File: config.mk
export PLATFORM = sky130hd
export DESIGN_NAME = regfile_write_scheduler
export DESIGN_NICKNAME = d
export VERILOG_FILES = /design/src/rtl/regfile_write_scheduler.sv
export SDC_FILE = /design/constraint.sdc
export NUM_CORES = 1
export LEC_CHECK = 0
export CAP_MARGIN = 20
export CORE_MARGIN = 3
export CORE_UTILIZATION = 42
export CTS_BUF_LIST = sky130_fd_sc_hd__clkbuf_8 sky130_fd_sc_hd__clkbuf_16
export DETAILED_ROUTE_END_ITERATION = 7
export GPL_TIMING_DRIVEN = 0
export PLACE_DENSITY = 0.83
export REMOVE_ABC_BUFFERS = 1
export SYNTH_ARGS = -nofsm -noshare
export SYNTH_HDL_FRONTEND = slang
export SYNTH_SLANG_ARGS = --single-unit
File: constraint.sdc
create_clock -name clk -period 2.8 [get_ports clk]
set_input_delay 0.7 -clock clk [delete_from_list [all_inputs] [get_ports clk]]
set_output_delay 0.7 -clock clk [all_outputs]
set_load 0.02 [all_outputs]
File: src/rtl/regfile_write_scheduler.sv
// Write-port owner for the register file: init sweep, then core/debug arbitration.
// Latency: one cycle from accepted request (or sweep step) to rf_* pulse.
// Backpressure: core_stall / dbg_ready combinational; debug forced through after STARVE_LIMIT losses.
//
// Ports:
//   clk, rst_n                          clock, async active-low reset
//   init_start                          pulse in RUN -> restart init sweep next cycle
//   core_we/core_rd/core_wdata          core writeback request; core_stall holds it off
//   dbg_valid/dbg_rd/dbg_wdata          debug write request; dbg_ready completes handshake
//   rf_RegWrite/rf_Rd/rf_Write_data     registered register-file write port
//   init_busy                           registered, high while the sweep runs
module regfile_write_scheduler #(
    parameter int                NUM_REGS     = 32,
    parameter int                ADDR_W       = 5,
    parameter int                DATA_W       = 32,
    parameter logic [DATA_W-1:0] INIT_VALUE   = '0,
    parameter int                STARVE_LIMIT = 4
) (
    input  logic              clk,
    input  logic              rst_n,
    input  logic              init_start,
    input  logic              core_we,
    input  logic [ADDR_W-1:0] core_rd,
    input  logic [DATA_W-1:0] core_wdata,
    output logic              core_stall,
    input  logic              dbg_valid,
    input  logic [ADDR_W-1:0] dbg_rd,
    input  logic [DATA_W-1:0] dbg_wdata,
    output logic              dbg_ready,
    output logic              rf_RegWrite,
    output logic [ADDR_W-1:0] rf_Rd,
    output logic [DATA_W-1:0] rf_Write_data,
    output logic              init_busy
);

    typedef enum logic {ST_INIT, ST_RUN} state_t;

    localparam logic [3:0]        STARVE_MAX = 4'(STARVE_LIMIT);
    localparam logic [ADDR_W-1:0] LAST_IDX   = ADDR_W'(NUM_REGS - 1);

    state_t            state_q, state_d;
    logic [ADDR_W-1:0] idx_q, idx_d;
    logic [3:0]        starve_q, starve_d;
    logic              rf_we_q, rf_we_d;
    logic [ADDR_W-1:0] rf_rd_q, rf_rd_d;
    logic [DATA_W-1:0] rf_data_q, rf_data_d;
    logic              busy_q, busy_d;

    logic              dbg_win;
    logic              core_win;
    logic [ADDR_W-1:0] win_rd;
    logic [DATA_W-1:0] win_data;

    always_comb begin
        state_d    = state_q;
        idx_d      = idx_q;
        starve_d   = starve_q;
        rf_we_d    = 1'b0;
        rf_rd_d    = rf_rd_q;
        rf_data_d  = rf_data_q;
        busy_d     = busy_q;
        core_stall = 1'b0;
        dbg_ready  = 1'b0;
        dbg_win    = 1'b0;
        core_win   = 1'b0;
        win_rd     = core_rd;
        win_data   = core_wdata;

        case (state_q)
            ST_INIT: begin
                // Sweep owns the port; requesters wait and init_start is ignored.
                core_stall = core_we;
                starve_d   = '0;
                rf_we_d    = 1'b1;
                rf_rd_d    = idx_q;
                rf_data_d  = (idx_q == '0) ? '0 : INIT_VALUE;
                idx_d      = idx_q + 1'b1;
                if (idx_q == LAST_IDX) begin
                    state_d = ST_RUN;
                    busy_d  = 1'b0;
                end
            end

            default: begin
                // Debug takes the port when core is idle or debug has starved long enough.
                dbg_ready  = !core_we || (starve_q == STARVE_MAX);
                dbg_win    = dbg_valid && dbg_ready;
                core_win   = core_we && !dbg_win;
                core_stall = core_we && dbg_win;

                if (dbg_win) begin
                    win_rd   = dbg_rd;
                    win_data = dbg_wdata;
                end

                // Writes to register 0 complete the handshake but never reach the file.
                if ((dbg_win || core_win) && (win_rd != '0)) begin
                    rf_we_d   = 1'b1;
                    rf_rd_d   = win_rd;
                    rf_data_d = win_data;
                end

                if (dbg_valid && !dbg_win) begin
                    starve_d = (starve_q == STARVE_MAX) ? STARVE_MAX : starve_q + 4'd1;
                end else begin
                    starve_d = '0;
                end

                // The write accepted this cycle still issues; the sweep follows it.
                if (init_start) begin
                    state_d  = ST_INIT;
                    idx_d    = '0;
                    busy_d   = 1'b1;
                    starve_d = '0;
                end
            end
        endcase
    end

    always_ff @(posedge clk or negedge rst_n) begin
        if (!rst_n) begin
            state_q   <= ST_INIT;
            idx_q     <= '0;
            starve_q  <= '0;
            rf_we_q   <= 1'b0;
            rf_rd_q   <= '0;
            rf_data_q <= '0;
            busy_q    <= 1'b1;
        end else begin
            state_q   <= state_d;
            idx_q     <= idx_d;
            starve_q  <= starve_d;
            rf_we_q   <= rf_we_d;
            rf_rd_q   <= rf_rd_d;
            rf_data_q <= rf_data_d;
            busy_q    <= busy_d;
        end
    end

    assign rf_RegWrite   = rf_we_q;
    assign rf_Rd         = rf_rd_q;
    assign rf_Write_data = rf_data_q;
    assign init_busy     = busy_q;

endmodule

==> key figures <==
Cells and area
  – Layout net count: 446
  – Fin cells: 439
  – Multi-input logic area: 1378 sq um
  – Sequential Area: 1229 sq um
  – Fillers: 463
  – ANT cells: 0
  – Share of cells above drive strength 1: 0.09615
  – Area growth, synth to finish: 54.87%

Placed design
  – Port bufs: 119
  – DP Cell Count: 425
  – DP Worst Slack: -0.7425 ns
  – RD Place Congestion: 0.7599
  – Hpwl dp: 5.841 mm

STA
  – Relative slew slack: 0.5017
  – Tmin final: 2.724 ns
  – Layout Skew: 0.01031 ns
  – Final Max Slew Viols: 0
  – Fin worst setup slack: 0.07623 ns
  – Final period utilization: 0.9728
  – Achievable clock frequency: 367.1 MHz
  – RSZ-0062 raised after global routing: false
  – Final hold viol count: 0
  – Slew @ Worst Pin: 0.7457 ns
  – Final setup violation count: 0

Logic synthesis
  – Register area share after synthesis: 0.4463
  – Synth Instances: 251
  – Area contributors post-synth: dfrtp_1, mux2i_1, o311ai_0
  – Syn Std Cell Area: 2750 sq um
  – Avg Cell Area, Syn: 10.96 sq um
  – Top-area cell type share of the netlist area: 0.4368
  – Synth area leader: dfrtp_1
  – Synth unique cells: 43
  – Syn. warnings: 0
  – Flops & latches, synth: 49

Floorplanning
  – Top Ports: 120
  – Chip width: 86.92 um
  – Die ar.: 7555 sq um
  – Initial core utilization: 0.4486
  – Core area: 6131 sq um
  – Row cnt: 28
  – Die span in y: 86.92 um

Routing
  – Vias: 2669
  – DR pass1 iterations: 4
  – Routed wl met2: 4.098 mm
  – Residual DRC: 0
  – Max Used Layer: met4
  – Met3 wire length: 639 um
  – Antenna-violating nets left: 0
  – Routed wire per std cell: 18.50 um
  – Via density: 6.080
  – Met1 Wirelength: 3.338 mm
  – Post-Route WL: 8.122 mm
  – DRT iter0 DRCs: 128

CTS
  – Root buffer cell: clkbuf_8
  – H-tree Lvls: 2
  – Clock buffer depth: 2
  – TritonCTS Buffers: 5
  – CTS Sinks: 49
  – CTS tree: yes
  – Clock slew at reported path FFs: 0.10 ns
  – Clk Latency, worst-skew pair: 0.30 ns

Hold path
  – Worst hold path type: in2async

Power
  – VDD IR-drop max: 0.0004553 V
  – Leak: 1.854 nW
  – PwrDens: 526.0 nW/um^2

GRT
  – Vias in the first global route: 2735
  – Initial antenna violation count: 0
  – First-pass GRT wire length: 13.63 mm
  – Gr usage total: 0.2243
  – Pin count of the biggest net entering global routing: 34
  – Grt ovf: 0

Worst setup path
  – CP arrival: 2.02 ns
  – Required time of the critical path: 2.10 ns
  – Critical Setup Path Class: in2out
  – Type of origin of the critical path: input pin
  – Crit end category: output port
  – Worst-path fanout max: 6

Run
  – # Max-Cap Violations: 0

Status
  – Status: finished clean
power by group:
| group | switching, mW | total, mW | internal, mW |
|---|---|---|---|
| clock | 0.245 | 0.536 | 0.291 |
| sequential | 0.101 | 0.929 | 0.828 |
| combinational | 0.368 | 0.776 | 0.408 |
per-layer routing:
layer / GRT usage / up-vias
met5: 0 / -
met4: 0.04533 / 0
met3: 0.05771 / 7
met2: 0.3810 / 122
met1: 0.2890 / 1315
li1: - / 1225
cells in the final DEF, fill, tap and decap left out, drive strengths merged, types with 6 or more instances in the layout:
master         synthesis  final
clkdlybuf4s50          0    115
dfrtp                 48     48
clkbuf                15      6
o211ai                 8      8
buf                   13     15
nor2                   9      9
o31ai                 33     33
mux2i                 36     36
o311ai                32     32
o21ai                  7      7
critical path, cell delays in order:
cell,delay [ns]
clkdlybuf4s50_1,0.58
and4b_2,0.27
o21a_1,0.11
dlygate4sd2_1,0.36
sequential cells by signal (all words and copies together) (netlist names):
| signal | cells |
|---|---|
| state_q | 1 |
| starve_q | 4 |
| rf_Write_data | 32 |
| rf_Rd | 5 |
| rf_RegWrite | 1 |
| idx_q | 5 |
| init_busy | 1 |
cell families after synthesis:
family | Yosys count | synth area share
flip-flops | 49 | 0.4463
buffers and inverters | 34 | 0.06006
AO/OA/AOI/OAI | 94 | 0.2675
AND/OR/NAND/NOR | 31 | 0.06734
multiplexers | 36 | 0.1310
adder cells (fa/ha/maj) | 4 | 0.01820
XOR/XNOR | 3 | 0.009556
repair_timing:
item | CTS | global route
setup endpoints to repair | 38 | 24
endpoints found under the hold margin | 0 | 0
buffers inserted | 4 | 2
resized for setup | 7 | 2
hold buffers | 0 | 0
pin swaps | 3 | 0
synth_stat cells (all sizes together):
cell     number
dfrtp        48
mux2i        36
o31ai        33
o311ai       32
clkbuf       15
buf          13
nor2          9
o211ai        8
o21ai         7
a21oi         5
and3          5
inv           5
ha            4
nand2         4
a21o          2
nand3         2
or4           2
xor2          2
a2111oi       1
a211oi        1
a22o          1
a31oi         1
and4b         1
clkinv        1
dfstp         1
nand2b        1
nand3b        1
nand4         1
nor2b         1
nor3          1
nor4          1
o21a          1
o22ai         1
o2bb2ai       1
or3           1
or3b          1
xnor2         1
path summary, 6_finish.rpt:
check                                  from           endpoint  slack (ns)  cells after the start
worst max register to register  starve_q[0]           rf_Rd[3]        0.42                      8
worst max-delay path              dbg_valid         core_stall        0.08                      4
min in group clk                  init_busy          init_busy        0.50                      2
worst min register to register    init_busy          init_busy        0.50                      2
worst min-delay path                  rst_n  rf_Write_data[29]        0.40                      1
max in group asynchronous             rst_n          init_busy        1.78                      2
per-stage QoR:
stage / util / setup TNS, ns / instance area, sq um / hold WS (ns) / total power [mW]
final: 0.6947 / 0 / 4259 / 0.3951 / 2.240
after global routing: 0.6947 / 0 / 4259 / 0.4306 / 2.363
after CTS: 0.6910 / 0 / 4237 / 0.4051 / 2.247
after detailed placement: 0.6653 / -24.01 / 4079 / 0.4852 / 1.701
after global placement: 0.6349 / -116.28 / 3892 / 0.4626 / 1.624
after floorplan: - / -24.43 / 2608 / 0.4044 / 1.270
area by class of cell:
cell class / instances / area share
Sequential cell: 49 / 0.2885
Timing Repair Buffer: 133 / 0.3314
Tap cell: 75 / 0.02203
Clock inverter: 2 / 0.008813
Inverter: 6 / 0.006463
Multi-Input combinational cell: 168 / 0.3234
Clock buffer: 6 / 0.01939
Power figures use the tool's default switching activity.
